[src/rtl/descriptor_dispatching_pkg.sv]
// Shared TSN descriptor definitions: state encodings, queue-entry field split
// and the descriptor record handed to the transmit scheduler.
package descriptor_dispatching_pkg;

  localparam int FIFO_DATA_W = 57;
  localparam int TSNTAG_MSB  = 56;
  localparam int TSNTAG_LSB  = 9;
  localparam int BUFID_MSB   = 8;
  localparam int TSNTAG_W    = TSNTAG_MSB - TSNTAG_LSB + 1;
  localparam int BUFID_W     = BUFID_MSB + 1;
  localparam int PKT_TYPE_W  = 3;
  localparam int STATE_W     = 4;

  localparam logic [STATE_W-1:0] IDLE_ENC     = 4'd0;
  localparam logic [STATE_W-1:0] FIFO_RD_ENC  = 4'd1;
  localparam logic [STATE_W-1:0] CAPTURE_ENC  = 4'd2;
  localparam logic [STATE_W-1:0] WAIT_ACK_ENC = 4'd3;

  typedef enum logic [STATE_W-1:0] {
    IDLE_S     = IDLE_ENC,
    FIFO_RD_S  = FIFO_RD_ENC,
    CAPTURE_S  = CAPTURE_ENC,
    WAIT_ACK_S = WAIT_ACK_ENC
  } state_t;

  typedef struct packed {
    logic [TSNTAG_W-1:0]   tsntag;
    logic [BUFID_W-1:0]    bufid;
    logic [PKT_TYPE_W-1:0] pkt_type;
  } descriptor_t;

  // Splits a queue entry {tsntag, bufid} plus its side-band packet type.
  function automatic descriptor_t unpack_entry(input logic [FIFO_DATA_W-1:0] rdata,
                                               input logic [PKT_TYPE_W-1:0]  pkt_type);
    descriptor_t d;
    d.tsntag   = rdata[TSNTAG_MSB:TSNTAG_LSB];
    d.bufid    = rdata[BUFID_MSB:0];
    d.pkt_type = pkt_type;
    return d;
  endfunction

endpackage

[src/rtl/descriptor_dispatching_if.sv]
// Queue-FIFO read port and scheduler descriptor port of the dispatcher.
interface descriptor_dispatching_if;
  import descriptor_dispatching_pkg::*;

  logic [FIFO_DATA_W-1:0] iv_fifo_rdata;
  logic [PKT_TYPE_W-1:0]  iv_fifo_pkt_type;
  logic                   i_fifo_empty;
  logic                   o_fifo_rd;

  // Descriptor handshake: o_descriptor_wr is the valid; once raised it and the
  // fields stay frozen until i_descriptor_ack (a one-cycle ready pulse) is
  // sampled high. An ack with no descriptor pending has no effect.
  logic [TSNTAG_W-1:0]    ov_tsntag;
  logic [BUFID_W-1:0]     ov_bufid;
  logic [PKT_TYPE_W-1:0]  ov_pkt_type;
  logic                   o_descriptor_wr;
  logic                   i_descriptor_ack;

  modport master (
    input  iv_fifo_rdata, iv_fifo_pkt_type, i_fifo_empty, i_descriptor_ack,
    output o_fifo_rd, ov_tsntag, ov_bufid, ov_pkt_type, o_descriptor_wr
  );

  modport slave (
    output iv_fifo_rdata, iv_fifo_pkt_type, i_fifo_empty, i_descriptor_ack,
    input  o_fifo_rd, ov_tsntag, ov_bufid, ov_pkt_type, o_descriptor_wr
  );
endinterface

[src/rtl/descriptor_dispatching.sv]
// Pulls one entry at a time from the external queue FIFO and presents it as a
// descriptor to the transmit scheduler, counting acknowledged descriptors.
module descriptor_dispatching
  import descriptor_dispatching_pkg::*;
#(
  parameter int CNT_WIDTH = 16
) (
  input  logic                  i_clk,
  input  logic                  i_rst,
  descriptor_dispatching_if.master dif,
  output logic [CNT_WIDTH-1:0]  ov_dispatch_cnt,
  output logic [STATE_W-1:0]    ov_state
);

  localparam logic [CNT_WIDTH-1:0] CNT_ONE    = 1;
  localparam descriptor_t          DESC_CLEAR = '0;

  state_t               state;
  logic                 rd_q;
  logic                 wr_q;
  descriptor_t          desc_q;
  logic [CNT_WIDTH-1:0] cnt_q;

  always_ff @(posedge i_clk) begin
    if (i_rst) begin
      state  <= IDLE_S;
      rd_q   <= 1'b0;
      wr_q   <= 1'b0;
      desc_q <= DESC_CLEAR;
      cnt_q  <= '0;
    end else begin
      case (state)
        IDLE_S: begin
          wr_q   <= 1'b0;
          desc_q <= DESC_CLEAR;
          if (!dif.i_fifo_empty) begin
            rd_q  <= 1'b1;
            state <= FIFO_RD_S;
          end else begin
            rd_q  <= 1'b0;
          end
        end
        FIFO_RD_S: begin
          // FIFO presents the entry during the cycle after the strobe.
          rd_q  <= 1'b0;
          state <= CAPTURE_S;
        end
        CAPTURE_S: begin
          rd_q   <= 1'b0;
          desc_q <= unpack_entry(dif.iv_fifo_rdata, dif.iv_fifo_pkt_type);
          wr_q   <= 1'b1;
          state  <= WAIT_ACK_S;
        end
        WAIT_ACK_S: begin
          rd_q <= 1'b0;
          if (dif.i_descriptor_ack) begin
            wr_q   <= 1'b0;
            desc_q <= DESC_CLEAR;
            cnt_q  <= cnt_q + CNT_ONE;
            state  <= IDLE_S;
          end
        end
        default: begin
          // Corrupted encoding: drop everything but the counter.
          rd_q   <= 1'b0;
          wr_q   <= 1'b0;
          desc_q <= DESC_CLEAR;
          state  <= IDLE_S;
        end
      endcase
    end
  end

  assign dif.o_fifo_rd       = rd_q;
  assign dif.o_descriptor_wr = wr_q;
  assign dif.ov_tsntag       = desc_q.tsntag;
  assign dif.ov_bufid        = desc_q.bufid;
  assign dif.ov_pkt_type     = desc_q.pkt_type;
  assign ov_dispatch_cnt     = cnt_q;
  assign ov_state            = state;

endmodule
[src/flat_wrapper.sv]
// flat-port wrapper written by rule: the top's interface ports become plain ports
module descriptor_dispatching_flat import descriptor_dispatching_pkg::*;
#(
  parameter int CNT_WIDTH = 16
)
  (i_clk, i_rst, ov_dispatch_cnt, ov_state, dif_iv_fifo_rdata, dif_iv_fifo_pkt_type, dif_i_fifo_empty, dif_i_descriptor_ack, dif_o_fifo_rd, dif_ov_tsntag, dif_ov_bufid, dif_ov_pkt_type, dif_o_descriptor_wr);
  descriptor_dispatching_if dif_i ();
  input  logic i_clk;
  input  logic i_rst;
  output logic [CNT_WIDTH-1:0] ov_dispatch_cnt;
  output logic [STATE_W-1:0] ov_state;
  input wire logic [$bits(dif_i.iv_fifo_rdata)-1:0] dif_iv_fifo_rdata;
  input wire logic [$bits(dif_i.iv_fifo_pkt_type)-1:0] dif_iv_fifo_pkt_type;
  input wire logic [$bits(dif_i.i_fifo_empty)-1:0] dif_i_fifo_empty;
  input wire logic [$bits(dif_i.i_descriptor_ack)-1:0] dif_i_descriptor_ack;
  output wire logic [$bits(dif_i.o_fifo_rd)-1:0] dif_o_fifo_rd;
  output wire logic [$bits(dif_i.ov_tsntag)-1:0] dif_ov_tsntag;
  output wire logic [$bits(dif_i.ov_bufid)-1:0] dif_ov_bufid;
  output wire logic [$bits(dif_i.ov_pkt_type)-1:0] dif_ov_pkt_type;
  output wire logic [$bits(dif_i.o_descriptor_wr)-1:0] dif_o_descriptor_wr;
  assign dif_i.iv_fifo_rdata = dif_iv_fifo_rdata;
  assign dif_i.iv_fifo_pkt_type = dif_iv_fifo_pkt_type;
  assign dif_i.i_fifo_empty = dif_i_fifo_empty;
  assign dif_i.i_descriptor_ack = dif_i_descriptor_ack;
  assign dif_o_fifo_rd = dif_i.o_fifo_rd;
  assign dif_ov_tsntag = dif_i.ov_tsntag;
  assign dif_ov_bufid = dif_i.ov_bufid;
  assign dif_ov_pkt_type = dif_i.ov_pkt_type;
  assign dif_o_descriptor_wr = dif_i.o_descriptor_wr;
  descriptor_dispatching #(.CNT_WIDTH(CNT_WIDTH)) u_core (.i_clk(i_clk), .i_rst(i_rst), .dif(dif_i), .ov_dispatch_cnt(ov_dispatch_cnt), .ov_state(ov_state));
endmodule
[config.mk]
export PLATFORM = sky130hd
export DESIGN_NAME = descriptor_dispatching_flat
export DESIGN_NICKNAME = d
export VERILOG_FILES = /design/src/rtl/descriptor_dispatching_pkg.sv /design/src/rtl/descriptor_dispatching_if.sv /design/src/rtl/descriptor_dispatching.sv /design/src/flat_wrapper.sv
export SDC_FILE = /design/constraint.sdc
export NUM_CORES = 1
export LEC_CHECK = 0
export BUFFER_PORTS_ARGS = -buffer_cell sky130_fd_sc_hd__buf_4
export CORE_UTILIZATION = 49
export DETAILED_ROUTE_END_ITERATION = 8
export PLACE_DENSITY = 0.88
export SYNTH_ARGS = -nofsm -noshare
export SYNTH_HDL_FRONTEND = slang
export SYNTH_SLANG_ARGS = --single-unit
[constraint.sdc]
create_clock -name i_clk -period 2.1 [get_ports i_clk]
set_input_delay 0.105 -clock i_clk [delete_from_list [all_inputs] [get_ports i_clk]]
set_output_delay 0.105 -clock i_clk [all_outputs]
set_load 0.02 [all_outputs]
==> key figures <==
Place
  • HPWL after DPL: 6590 um
  • PortBufs: 143
  • Final GP Congestion: 0.748

Floorplan
  • Die width: 90.3 um
  • Core footprint: 7410 um^2
  • Io pins: 146
  • # rows: 31
  • Starting density of the core: 51.5%
  • Die Ht: 90.3 um
  • DIE AREA: 8150 um^2

Worst setup path
  • Crit-path cells: inv_1 -> ha_1 -> and2b_4 -> buf_4 -> nand3_2 -> a21oi_2
  • Crit-path max cell delay: 0.47 ns
  • WP data required: 2.38 ns
  • Crit-path max FO: 17
  • Crit end category: flop
  • Worst setup path class: reg -> reg
  • Type of origin of the critical path: flop
  • Slowest-stage cell, CP: and2b_4
  • CP arrival: 2.09 ns

Cells and area
  • Fillers: 586
  • Antenna Cells: 0
  • Seq. cell area: 1600 um^2
  • Fin nets: 587
  • Multi-input gate area: 1950 um^2
  • Fraction of layout cells with a size suffix above 1: 57.7%
  • P&R area growth vs syn: 33.2%

Clock tree
  • Clk buf depth: 2
  • Num CTS Buffers: 9
  • H-tree Lvls: 3
  • Worst skew pair latency: 0.35 ns
  • CTS root buf: clkbuf_8
  • Post-CTS Setup Bufs: 0
  • Worst-path clk slew: 0.09 ns
  • CTS tree: done
  • CTS Hold Buffers Added: 0
  • Sinks on Clock Net: 80
  • Post-CTS Resized: 0

GRT
  • First-pass GRT wire length: 14800 um
  • Grt total ovfl: 0
  • Antenna violations before repair: 0
  • GRT Total Usage: 22.1%
  • Vias in the first global route: 3234
  • Largest net degree at the start of global routing: 42

Power and ir drop
  • Pwr Total: 3510 uW
  • Leak Pwr: 0.00190 uW
  • Pwr Density: 690 nW/um^2
  • Max IR drop VDD: 0.370 mV

Synth
  • Synthesized area per cell: 9.94 um^2
  • Yosys warns: 0
  • Synth top area cells: dfxtp_1 (42%), nand3_2 (16%), a21oi_2 (14%), nand2_1 (7.1%), buf_12 (3.1%)
  • Share of the synthesized area in the top cell type: 42.0%
  • Synth Register Bits: 80
  • Post-synth top area cell: dfxtp_1
  • Unique masters post-synth: 31
  • Sequential-to-total area share from yosys stat: 42.0%
  • Gate Count Post-Synth: 384
  • Post-Syn Area: 3820 um^2

Timing
  • Setup violations, final: 0
  • Final TNS setup: 0 ns
  • RSZ-0062 raised after global routing: false
  • Fmax: 0.553 GHz
  • Final clock skew: 0.0115 ns
  • Final Hold Viols: 0
  • Final Max Slew Viols: 0
  • Final min period: 1.81 ns
  • Period utilisation layout: 86.1%

Detailed routing
  • Avg WL per Cell: 14.4 um
  • Final wirelength: 8940 um
  • Remaining routing DRC violations: 0
  • Drt initial violations: 108
  • Total number of vias: 3198
  • Vias per cell: 5.14
  • DR pass1 iterations: 4
  • Final ANT Viol Nets: 0

Flow run
  • Max-cap viol count: 0

Worst hold path
  • Min-Delay Path Class: in -> reg

Outcome
  • Status: completed
==> routing by layer <==
metal	track usage, %	share of wire, %
met5	0	0
met4	12.4	3.0
met3	4.88	5.2
met2	38.0	50
met1	25.4	41
==> cells in the final DEF (no fill, tap or decap) <==
cell type   count
buf_4         150
dfxtp_1        80
nand2_1        72
nand3_2        61
a21oi_2        59
nor2_1         17
a21oi_1         9
clkbuf_8        9
xnor2_1         7
nand3_1         6
nor3_1          5
inv_1           4
nand4_1         4
nand2b_1        4
xor2_1          4
ha_1            4
buf_12          4
a31o_2          3
clkinv_2        3
nor4_2          2
nand2b_2        2
conb_1          2
clkinvlp_4      2
nor2_4          1
nand4_4         1
and2b_4         1
and4_1          1
nor2b_1         1
nor3_4          1
mux2_4          1
ha_4            1
bufinv_16       1
clkbuf_1        1
==> registers in the layout (all words and copies together) (netlist names) <==
| signal | flops |
|---|---|
| u_core.dif.o_descriptor_wr | 1 |
| u_core.dif.o_fifo_rd | 1 |
| u_core.dif.ov_bufid | 9 |
| u_core.dif.ov_pkt_type | 3 |
| u_core.dif.ov_tsntag | 48 |
| u_core.ov_dispatch_cnt | 16 |
| u_core.ov_state | 2 |
==> worst max-delay path: cells and delay by family, from the launching register on <==
family	cells	cell delay [ns]
AND/OR/NAND/NOR	2	0.57
flip-flops	1	0.44
buffers and inverters	2	0.34
adder cells (fa/ha/maj)	1	0.21
AO/OA/AOI/OAI	1	0.18
==> report_power, final <==
group	leakage [uW]	switching (uW)	internal [uW]
registers	0.000646	37.0	1570
logic	0.00116	491	310
clock network	0.0000920	554	544
==> Yosys cell counts <==
library cell and n:
xnor2_1 7, nand2_1 72, buf_6 2, dfxtp_1 80
nand4_1 4, and4_1 1, a31o_2 3, nand4_4 1
ha_1 5, mux2_4 1, clkbuf_1 7, nand2b_2 1
nor3_4 1, buf_4 8, inv_1 4, buf_1 1
nand3_1 6, a21oi_2 59, nor2_1 17, nand3_2 61
nand2b_1 5, and2b_1 1, xor2_1 4, a21oi_1 9
nor2_4 1, buf_12 6, nor2b_1 1, nor4_2 2
buf_2 8, conb_1 1, nor3_1 5
==> path summary, 6_finish.rpt <==
check	start	to	slack [ns]	cells after the start
setup / recovery	u_core.ov_state[1]	u_core.dif.ov_tsntag[31]	0.29	6
hold / removal	dif_iv_fifo_rdata[23]	u_core.dif.ov_tsntag[14]	0.01	3
setup reg to reg	u_core.ov_state[1]	u_core.dif.ov_tsntag[31]	0.29	6
hold reg to reg	u_core.dif.ov_bufid[3]	u_core.dif.ov_bufid[3]	0.46	2
==> layout make-up <==
type,count,share of cell area [%]
Sequential cell,80,31.5
Multi-Input combinational cell,269,38.3
Tap cell,99,2.44
Clock buffer,10,2.51
Clock inverter,6,1.18
Inverter,4,0.295
Timing Repair Buffer,154,23.7
==> kinds of logic (layout without fill, tap and decap cells) <==
logic type | count (synthesis) | after routing | share of synthesized area [%]
flops | 80 | 80 | 42.0
other cells | 1 | 2 | 0.0983
compound gates | 71 | 71 | 15.4
buf+inv | 36 | 174 | 7.54
fa+ha+maj | 5 | 5 | 1.64
mux | 1 | 1 | 0.393
xor+xnor | 11 | 11 | 2.52
simple gates | 179 | 179 | 30.4
==> stage by stage <==
stage	hold WS, ns	setup WS, ns	util, %	cells	area (um^2)
2_1_floorplan	0.255	0.407	-	385	3820
3_3_place_gp	0.376	0.402	66.1	606	4890
3_5_place_dp	0.381	0.319	66.1	606	4890
4_1_cts	0.00424	0.293	68.6	622	5080
5_1_grt	0.00327	0.209	68.6	622	5080
6_report	0.0150	0.291	68.6	622	5080
Power figures use the tool's default switching activity.
